File: src/rtl/conv_pkg.sv
// conv_pkg: frame geometry, pixel/window types and window_buffer states shared by the conv pipeline.
package conv_pkg;
  localparam int IMG_WIDTH = 9;
  localparam int IMG_HEIGHT = 9;
  localparam int BITS_PER_PIXEL = 4;
  typedef logic [BITS_PER_PIXEL-1:0] pixel_t;
  typedef pixel_t [2:0][2:0] window_t;
  typedef enum logic [2:0] {IDLE, ACCEPT, ISSUE, WAIT_DONE, FRAME_END} wb_state_t;
endpackage

File: src/rtl/line_buffer.sv
// line_buffer: one image row of pixels with a registered read port and a write port.
module line_buffer
  import conv_pkg::*;
#(
  parameter int DEPTH = IMG_WIDTH,
  localparam int AW = $clog2(DEPTH)
) (
  input  logic          clk,
  input  logic          we,
  input  logic [AW-1:0] waddr,
  input  logic [AW-1:0] raddr,
  input  pixel_t        wdata,
  output pixel_t        rdata
);
  pixel_t mem [DEPTH];
  always_ff @(posedge clk) begin
    rdata <= mem[raddr];
    if (we) mem[waddr] <= wdata;
  end
endmodule

File: src/rtl/window_buffer.sv
// window_buffer: builds 3x3 raster windows from two line buffers and stalls the stream per interior window.
module window_buffer
  import conv_pkg::*;
(
  input  logic    clk,
  input  logic    n_rst,
  input  logic    pixel_valid,
  input  pixel_t  pixel_in,
  output logic    pixel_ready,
  input  logic    calc_done,
  output window_t pixels,
  output logic    calc_enable,
  output logic    frame_done
);
  localparam int CW = $clog2(IMG_WIDTH);
  localparam int RW = $clog2(IMG_HEIGHT);
  localparam logic [CW-1:0] COL_LAST = CW'(IMG_WIDTH - 1);
  localparam logic [RW-1:0] ROW_LAST = RW'(IMG_HEIGHT - 1);
  wb_state_t state;
  logic [CW-1:0] col, col_nxt;
  logic [RW-1:0] row;
  logic calc_done_q, last_win, xfer, complete;
  pixel_t lb0_q, lb1_q;
  // Line buffers read the column that will be current after this edge, so rdata is ready for the next transfer.
  always_comb begin
    xfer = state == ACCEPT && pixel_valid && pixel_ready;
    complete = row >= RW'(2) && col >= CW'(2);
    col_nxt = state == FRAME_END ? '0 : !xfer ? col : col == COL_LAST ? '0 : col + 1'b1;
  end
  line_buffer #(.DEPTH(IMG_WIDTH)) u_lb0 (
    .clk(clk), .we(xfer), .waddr(col), .raddr(col_nxt), .wdata(pixel_in), .rdata(lb0_q)
  );
  line_buffer #(.DEPTH(IMG_WIDTH)) u_lb1 (
    .clk(clk), .we(xfer), .waddr(col), .raddr(col_nxt), .wdata(lb0_q), .rdata(lb1_q)
  );
  always_ff @(posedge clk or negedge n_rst) begin
    if (!n_rst) begin
      state <= IDLE;
      pixel_ready <= 1'b0;
      calc_enable <= 1'b0;
      frame_done <= 1'b0;
      pixels <= '0;
      col <= '0;
      row <= '0;
      calc_done_q <= 1'b0;
      last_win <= 1'b0;
    end else begin
      calc_done_q <= calc_done;
      calc_enable <= 1'b0;
      frame_done <= 1'b0;
      col <= col_nxt;
      case (state)
        IDLE: begin
          state <= ACCEPT;
          pixel_ready <= 1'b1;
        end
        ACCEPT: if (xfer) begin
          for (int r = 0; r < 3; r++) begin
            pixels[r][0] <= pixels[r][1];
            pixels[r][1] <= pixels[r][2];
          end
          pixels[0][2] <= lb1_q;
          pixels[1][2] <= lb0_q;
          pixels[2][2] <= pixel_in;
          last_win <= row == ROW_LAST && col == COL_LAST;
          if (col == COL_LAST) row <= row + 1'b1;
          if (complete) begin
            state <= ISSUE;
            pixel_ready <= 1'b0;
            calc_enable <= 1'b1;
          end
        end
        ISSUE: state <= WAIT_DONE;
        WAIT_DONE: if (calc_done && !calc_done_q) begin
          state <= last_win ? FRAME_END : ACCEPT;
          frame_done <= last_win;
          pixel_ready <= !last_win;
        end
        FRAME_END: begin
          state <= ACCEPT;
          pixel_ready <= 1'b1;
          row <= '0;
        end
        default: state <= IDLE;
      endcase
    end
  end
endmodule
File: config.mk
export PLATFORM = sky130hd
export DESIGN_NAME = window_buffer
export DESIGN_NICKNAME = d
export VERILOG_FILES = /design/src/rtl/conv_pkg.sv /design/src/rtl/line_buffer.sv /design/src/rtl/window_buffer.sv
export SDC_FILE = /design/constraint.sdc
export NUM_CORES = 1
export LEC_CHECK = 0
export ABC_AREA = 0
export CAP_MARGIN = 40
export CORE_UTILIZATION = 25
export DETAILED_ROUTE_END_ITERATION = 10
export HOLD_SLACK_MARGIN = 0.02
export PLACE_DENSITY = 0.43
export SLEW_MARGIN = 10
export SYNTH_ARGS = -nofsm -noshare
export SYNTH_HDL_FRONTEND = slang
export SYNTH_SLANG_ARGS = --single-unit
export TNS_END_PERCENT = 30
File: constraint.sdc
create_clock -name clk -period 3.22 [get_ports clk]
set_input_delay 0.483 -clock clk [delete_from_list [all_inputs] [get_ports clk]]
set_output_delay 0.483 -clock clk [all_outputs]
set_load 0.01 [all_outputs]
==> metrics.txt, run 1 <==
status=completed; commonest non-fill, non-tap cell in the layout=nand2_1; Clock transition at path regs=60 ps; Comb power frac=0.334; register area share after synthesis=0.678; ANT cells=0; P_leak=2.77 nW; Seq pwr share=0.393; DP Cell Count=746; CP endpoint kind=flop; Post-CTS Resized=0; adder-cell share of the synthesized area=0.0164; Post-CTS Setup Bufs=0; PnR Total Power=6.53 mW; TritonRoute pass-1 iters=4; reg2reg end=u_lb1.rdata[1]$_DFF_P_; Tmin final=2630 ps; remaining antenna violation count=0; relative slew slack=0.532; Rows=53; vias per inst=4.40; vias post-DR=3425; r2r setup slk=590 ps; ys flop type=edfxtp_1; first-pass GRT wire length=18200 µm; Final GP Congestion=0.765; pwr dens=978 mW/mm²; Reg2Reg Launch Point=col[0]$_DFF_PN0_; max-slew violations=0; Int Pwr=4.29 mW; complex-gate fraction of the synthesized area=0.0730; # IOs=47; Synth Area in XOR/XNOR=0.00328; CP Capture Point=u_lb1.rdata[1]$_DFF_P_; peak supply drop=0.000417 V; DR WL/cell=15.2 µm; Sw Ratio=0.342; Die X=148 µm; Largest stage delay, worst path=460 ps; setup TNS=0 ps; full die area=0.0220 mm²; Mapped Area=0.00535 mm²; final setup margin=591 ps; final core utilization=0.318; Routed WL=11800 µm; unrepaired setup endpoints after global routing=no; worst-path fanout max=33; Syn Area/Cell=12.4 µm²; r2r worst-path depth=8; CTS tree=yes; CP bufs+invs=2; Hold Path Class=in2async; Post-route DRC=0; CP Data Arrival Time=2910 ps; WS Path Type=reg2reg; hold_buf cts=0; Clock Skew=8.37 ps; deepest clock path buffer count=2; Worst setup startpoint=col[0]$_DFF_PN0_; CTS buffer count=17; CP required=3500 ps; share of cells above drive strength 1=0.105; worst-margin pin slew=702 ps; simple logic cell fraction of the synthesized area=0.151; Core Area=0.0210 mm²; fill cell count=2095; drt initial violations=176; GRT overflow=0; final instance area=0.00668 mm²; detailed placement HPWL=7370 µm; mux contribution to synthesized area=0.0468; final hold vios=0; vias in the first global route=3324; ys async rst share=0.394; Area growth syn-to-layout=24.9%; final non-filler cell total=778; Post-synth EDFFs=72; CP max-delay cell=dfrtp_1; Yosys top cell by area=edfxtp_1; pin count of the biggest net entering global routing=53; input/output buffers=46; CTS H-Tree Depth=4; placed inst area=0.00613 mm²; Worst-Skew Late Latency=410 ps; Cell variety after synth=50; area of the multi-input gates=0.00156 mm²; largest family of logic cells by synthesized area=simple AND/OR/NAND/NOR gates; root buf cell=clkbuf_16; pre-CTS WS=309 ps; crit-path leading delay family=simple AND/OR/NAND/NOR gates; post-synth top area share=0.404; Reg area=0.00362 mm²; Seq cells post-synth=132; Clk pwr share=0.273; hold slack=177 ps; period utilisation layout=0.816; Fmax=380 MHz; Crit path depth=8; CP Launch Type=flop; most area-consuming cells after synthesis=edfxtp_1 (40%), dfrtp_1 (24%), nand2_1 (9.3%); initial core utilization=0.254; Num Clock Sinks=132; initial antenna violation count=0; Net Sw Power=2.23 mW; Die Height=148 µm; Post-Syn Nets=445; synth warn=0; Post-Syn Instances=430; Cell Chain, Critical Path=inv_1 -> ha_1 -> or3b_1 -> and3_1 -> inv_8 -> mux2i_1 -> o221a_1 -> o22ai_1; most frequent cells in the layout=nand2_1 (132), edfxtp_1 (72), dfrtp_1 (52), clkdlybuf4s50_1 (45), mux2i_1 (25); final setup vio count=0; max_cap viols=0; Global Route Usage Sum=0.113; Final #Nets=505
per-layer routing:
metal,vias to the layer above,track usage,part of all wire
li1,1634,-,-
met1,1691,0.137,0.43
met2,81,0.185,0.49
met3,19,0.0380,0.061
met4,0,0.0412,0.019
met5,-,0,0
sequential cells by signal, indices dropped and copies added, names as in the netlist:
signal and flops:
pixels 36, u_lb0.mem 36, u_lb1.mem 36, col 4, row 4, u_lb0.rdata 4, u_lb1.rdata 4, state 3
calc_done_q 1, calc_enable 1, frame_done 1, last_win 1, pixel_ready 1
synthesized netlist by cell type, types with 2 or more instances:
master / n
nand2_1: 132
edfxtp_1: 72
dfrtp_1: 52
mux2i_1: 25
nor2_1: 18
a21oi_1: 13
clkbuf_1: 11
a22o_1: 8
dfxtp_1: 8
inv_1: 8
o22ai_1: 8
ha_1: 7
o221a_1: 6
and3_1: 5
nor4_1: 5
o21ai_0: 5
nand3_1: 3
a31oi_1: 2
and2b_1: 2
and3b_1: 2
buf_12: 2
buf_2: 2
buf_4: 2
buf_6: 2
nand3b_1: 2
nor3_1: 2
o221a_2: 2
xor2_1: 2
kinds of logic (layout without fill, tap and decap cells):
logic type      count (synthesis)  in the layout
mux                            25             25
buf+inv                        28            101
compound gates                 53             53
fa+ha+maj                       7              7
flops                         132            132
xor+xnor                        2              2
simple gates                  183            183
final cells by class:
cell class / instances / area share
repair buffers: 60 / 0.0840
multi-input cells: 270 / 0.233
well taps: 275 / 0.0515
inverters: 9 / 0.00619
flip-flops and latches: 132 / 0.543
clock inverters: 10 / 0.0126
clock buffers: 22 / 0.0695
power by group through the flow:
stage / registers (mW) / logic [mW] / clock network [mW]
global placement: 2.60 / 2.19 / 0
finish: 2.57 / 2.18 / 1.78
floorplan: 2.57 / 1.39 / 0
global route: 2.63 / 2.41 / 1.90
CTS: 2.57 / 2.22 / 1.83
detailed placement: 2.60 / 2.21 / 0
worst register-to-register path, cell delays in order (launching register included):
cell and delay, ps:
dfrtp_1 460, inv_1 150, ha_1 310, or3b_1 340
and3_1 370, inv_8 320, mux2i_1 280, o221a_1 200
o22ai_1 60
worst min path at each step:
stage / endpoint / from / cells past startpoint / slack, ps
after detailed placement: pixels[9]$_DFFE_PN0P_ / u_lb1.rdata[1]$_DFF_P_ / 2 / 410
after floorplan: calc_done_q$_DFF_PN0_ / n_rst / 0 / 190
after global placement: pixels[9]$_DFFE_PN0P_ / u_lb1.rdata[1]$_DFF_P_ / 2 / 400
after CTS: pixels[6]$_DFFE_PN0P_ / n_rst / 2 / 210
final: pixels[6]$_DFFE_PN0P_ / n_rst / 2 / 180
after global routing: pixels[6]$_DFFE_PN0P_ / n_rst / 2 / 250
No activity file was read; power rests on OpenSTA's default activity.
==> run 2: changes to the inputs <==
==> constraint.sdc (replaced) <==
create_clock -name clk -period 2.7 [get_ports clk]
set_input_delay 0.405 -clock clk [delete_from_list [all_inputs] [get_ports clk]]
set_output_delay 0.405 -clock clk [all_outputs]
set_load 0.01 [all_outputs]
==> metrics.txt, run 2 (synthesis results as in run 1) <==
status=completed; # IOs=47 (unchanged); period utilisation layout=0.878 (+0.0613); CP required=3000 ps (-500 ps); Rows=53 (unchanged); input/output buffers=46 (unchanged); WS Path Type=reg2reg; Core Area=0.0210 mm² (unchanged); Hold Path Class=reg2reg; Worst setup startpoint=col[1]$_DFF_PN0_; Worst-Skew Late Latency=430 ps (+20 ps); Num Clock Sinks=132 (unchanged); Die X=148 µm (unchanged); Post-CTS Resized=0 (unchanged); Post-CTS Setup Bufs=0 (unchanged); remaining antenna violation count=0 (unchanged); TritonRoute pass-1 iters=6 (+2); P_leak=2.86 nW (+3.2%); unrepaired setup endpoints after global routing=no; pwr dens=1180 mW/mm² (+20%); Reg2Reg Launch Point=col[1]$_DFF_PN0_; worst-path fanout max=14 (-58%); CTS H-Tree Depth=4 (unchanged); placed inst area=0.00625 mm² (+2.0%); full die area=0.0220 mm² (unchanged); CP Launch Type=flop; ANT cells=0 (unchanged); share of cells above drive strength 1=0.128 (+0.0230); fill cell count=2098 (+0.14%); Final GP Congestion=0.763 (-0.29%); first-pass GRT wire length=18700 µm (+2.7%); final hold vios=0 (unchanged); Largest stage delay, worst path=470 ps (about the same); drt initial violations=225 (+28%); initial antenna violation count=0 (unchanged); vias in the first global route=3387 (+1.9%); crit-path leading delay family=simple AND/OR/NAND/NOR gates; detailed placement HPWL=7770 µm (+5.4%); Post-route DRC=0 (unchanged); Global Route Usage Sum=0.116 (+0.00338); Final #Nets=516 (+2.2%); PnR Total Power=8.04 mW (+23%); pin count of the biggest net entering global routing=53 (unchanged); CTS tree=yes; CP Data Arrival Time=2670 ps (-240 ps); hold_buf cts=1 (+1); peak supply drop=0.000471 V (+13%); CP endpoint kind=flop; max-slew violations=0 (unchanged); top flop regs=pixels x36, u_lb0.mem x36, u_lb1.mem x36; commonest non-fill, non-tap cell in the layout=nand2_1; Die Height=148 µm (unchanged); root buf cell=clkbuf_16; setup TNS=0 ps (unchanged); max_cap viols=0 (unchanged); Tmin final=2370 ps (-259 ps); initial core utilization=0.254 (unchanged); deepest clock path buffer count=2 (unchanged); CP bufs+invs=3 (+1); final instance area=0.00683 mm² (+2.3%); GRT overflow=0 (unchanged); vias post-DR=3427 (+0.058%); most frequent cells in the layout=nand2_1 (132), edfxtp_1 (72), dfrtp_1 (52), clkdlybuf4s50_1 (45), mux2i_1 (25); Area growth syn-to-layout=27.7%; worst-margin pin slew=523 ps (-179 ps); hold_sp=u_lb1.rdata[0]$_DFF_P_; CP max-delay cell=dfrtp_1; vias per inst=4.34 (-1.3%); Clock Skew=24.6 ps (+16.2 ps); CTS buffer count=17 (unchanged); Routed WL=11800 µm (-0.25%); relative slew slack=0.650 (+0.118); final setup vio count=0 (unchanged); Clock transition at path regs=60 ps (about the same); DR WL/cell=15.0 µm (-1.6%); Cell Chain, Critical Path=inv_1 -> ha_1 -> or3b_1 -> and3_1 -> inv_8 -> buf_12 -> mux2i_1 -> o221a_1 -> o22ai_1; Fmax=422 MHz (+11%)
run 2: power breakdown:
part           internal, mW  switching, mW  leakage (nW)
registers              2.64          0.419          1.37
clock network          1.25          0.913         0.284
logic                  1.34           1.47          1.21
run 2: worst register-to-register path, stage by stage (launching register included):
cell and delay [ps]:
dfrtp_1 470, inv_1 120, ha_1 290, or3b_1 330, and3_1 280, inv_8 110, buf_12 150, mux2i_1 220
o221a_1 200, o22ai_1 60
run 2: stage by stage:
stage / setup WS (ps) / hold slack, ps / instances / utilization
floorplan: 367 / 109 / 430 / -
global placement: 108 / 405 / 756 / 0.297
detailed placement: 74.9 / 410 / 756 / 0.297
CTS: 343 / 420 / 789 / 0.325
global route: 194 / 432 / 789 / 0.325
finish: 330 / 415 / 789 / 0.325
run 2: layout make-up:
type	count	area, µm²	share of cell area
Timing Repair Buffer	71	696	0.102
Multi-Input combinational cell	270	1560	0.228
Sequential cell	132	3620	0.531
Clock buffer	18	450	0.0660
Clock inverter	14	114	0.0167
Tap cell	275	344	0.0504
Inverter	9	41.3	0.00605
run 2: worst paths after layout:
check                                         end  slack, ps  cells after the start
min reg2reg                 pixels[8]$_DFFE_PN0P_        420                      2
max reg2reg                u_lb1.rdata[0]$_DFF_P_        330                      9
min in group asynchronous   pixels[8]$_DFFE_PN0P_        490                      3
min                         pixels[8]$_DFFE_PN0P_        420                      2
max in group asynchronous        col[0]$_DFF_PN0_       1930                      3
max                        u_lb1.rdata[0]$_DFF_P_        330                      9
run 2: per-layer routing:
layer / track usage / part of all wire / wire length, µm
met1: 0.152 / 0.46 / 5450
met4: 0.0454 / 0.011 / 126
met3: 0.0337 / 0.054 / 635
met5: 0 / 0 / 0
met2: 0.181 / 0.47 / 5580
==> run 3: changes to the inputs <==
--- a/config.mk
+++ b/config.mk
@@ -8,6 +8,7 @@
 export ABC_AREA = 0
 export CAP_MARGIN = 40
 export CORE_UTILIZATION = 25
+export CTS_BUF_LIST = sky130_fd_sc_hd__clkbuf_4
 export DETAILED_ROUTE_END_ITERATION = 10
 export HOLD_SLACK_MARGIN = 0.02
 export PLACE_DENSITY = 0.43
==> metrics.txt, run 3 (synthesis results as in run 1) <==
Tmin final=2370 ps (-0.442 ps); CP Launch Type=flop; deepest clock path buffer count=2 (unchanged); max-slew violations=0 (unchanged); relative slew slack=0.647 (-0.00331); Sw Ratio=0.378 (+0.0294); r2r setup slk=330 ps (about the same); pwr dens=1100 mW/mm² (-6.8%); Clock Skew=19.1 ps (-5.52 ps); vias post-DR=3460 (+0.96%); most frequent cells in the layout=nand2_1 (132), edfxtp_1 (72), dfrtp_1 (52), clkdlybuf4s50_1 (45), mux2i_1 (25); hold_sp=calc_done; ANT cells=0 (unchanged); detailed placement HPWL=7770 µm (unchanged); Routed WL=11900 µm (+0.62%); input/output buffers=46 (unchanged); initial core utilization=0.254 (unchanged); status=completed; Final #Nets=516 (unchanged); Global Route Usage Sum=0.115 (-0.000734); reg2reg end=u_lb1.rdata[0]$_DFF_P_; final hold vios=0 (unchanged); vias in the first global route=3411 (+0.71%); CTS H-Tree Depth=4 (unchanged); final setup margin=331 ps (+0.442 ps); GRT overflow=0 (unchanged); PnR Total Power=7.17 mW (-11%); root buf cell=clkbuf_4; worst-margin pin slew=528 ps (+4.94 ps); max_cap viols=0 (unchanged); pin count of the biggest net entering global routing=53 (unchanged); final setup vio count=0 (unchanged); Int Pwr=4.46 mW (-15%); setup TNS=0 ps (unchanged); initial antenna violation count=0 (unchanged); Hold Path Class=in2reg; CTS tree=yes; Clock transition at path regs=130 ps (+70 ps); CP required=3130 ps (+130 ps); CP endpoint kind=flop; commonest non-fill, non-tap cell in the layout=nand2_1; share of cells above drive strength 1=0.128 (unchanged); CTS buffer count=17 (unchanged); # IOs=47 (unchanged); pre-CTS WS=74.9 ps (unchanged); first-pass GRT wire length=18700 µm (+0.11%); top flop regs=pixels x36, u_lb0.mem x36, u_lb1.mem x36; Worst-Skew Late Latency=550 ps (+120 ps); WS Path Type=reg2reg; CP Data Arrival Time=2800 ps (+130 ps); TritonRoute pass-1 iters=5 (-1); P_leak=2.73 nW (-4.5%); full die area=0.0220 mm² (unchanged); Fmax=422 MHz (about the same); Comb power frac=0.393 (+0.043); drt initial violations=242 (+7.6%); Clk pwr share=0.181 (-0.089); hold slack=312 ps (-103 ps); hold endpoint=calc_done_q$_DFF_PN0_; Post-CTS Setup Bufs=0 (unchanged); Num Clock Sinks=132 (unchanged); Seq pwr share=0.426 (+0.046); Net Sw Power=2.71 mW (-3.3%); Post-CTS Resized=0 (unchanged); fill cell count=2122 (+1.1%); vias per inst=4.39 (+0.96%); Final GP Congestion=0.763 (unchanged); Die X=148 µm (unchanged); Area growth syn-to-layout=22.2%; r2r worst-path depth=9 (unchanged); DR WL/cell=15.0 µm (+0.62%); WHS Path Cells=1 (-1); Die Height=148 µm (unchanged); peak supply drop=0.000354 V (-25%); Reg2Reg Launch Point=col[1]$_DFF_PN0_; Core Area=0.0210 mm² (unchanged); Rows=53 (unchanged); period utilisation layout=0.878 (about the same); remaining antenna violation count=0 (unchanged); unrepaired setup endpoints after global routing=no; Post-route DRC=0 (unchanged); worst-path fanout max=14 (unchanged)
==> run 3: worst max-delay path by stage <==
stage                                    start  cells past startpoint                         to
after global routing          col[0]$_DFF_PN0_                      8     u_lb0.rdata[2]$_DFF_P_
after CTS                     col[1]$_DFF_PN0_                      9     u_lb1.rdata[0]$_DFF_P_
after detailed placement           pixel_valid                      7     u_lb0.rdata[2]$_DFF_P_
after floorplan           state[1]$_DFFE_PN0P_                      5  u_lb0.mem[0][0]$_DFFE_PP_
final                         col[1]$_DFF_PN0_                      9     u_lb1.rdata[0]$_DFF_P_
after global placement             pixel_valid                      7     u_lb0.rdata[2]$_DFF_P_
==> run 3: what timing repair did <==
action                                 4_1_cts  5_1_grt
endpoints found under the hold margin       52        0
setup endpoints to repair                    0        0
hold buffers                                 1        0
==> run 3: layout make-up <==
type	instances	area [µm²]	share of cell area
Sequential cell	132	3620	0.555
Multi-Input combinational cell	270	1560	0.238
Timing Repair Buffer	71	696	0.106
Tap cell	275	344	0.0527
Clock inverter	15	144	0.0220
Clock buffer	17	128	0.0195
Inverter	9	41.3	0.00632
==> run 3: routing by layer <==
metal	share of wire	track usage
met1	0.48	0.152
met2	0.47	0.181
met3	0.041	0.0337
met4	0.0069	0.0407
met5	0	0
==> run 3: metrics by stage <==
step	area, µm²	cells	utilization
4_1_cts	6530	789	0.311
5_1_grt	6530	789	0.311
3_3_place_gp	6250	756	0.297
6_report	6530	789	0.311
3_5_place_dp	6250	756	0.297
2_1_floorplan	5350	430	-
==> run 3: power groups by stage <==
stage	sequential (mW)	combinational, mW	clock, mW
2_1_floorplan	3.07	1.66	0
6_report	3.05	2.82	1.30
4_1_cts	3.06	2.87	1.36
5_1_grt	3.13	3.12	1.44
3_3_place_gp	3.09	2.83	0
3_5_place_dp	3.11	2.86	0
==> run 3: critical path: stages (launching register included) <==
cell	delay, ps
dfrtp_1	500
inv_1	120
ha_1	290
or3b_1	330
and3_1	280
inv_8	110
buf_12	150
mux2i_1	210
o221a_1	200
o22ai_1	60
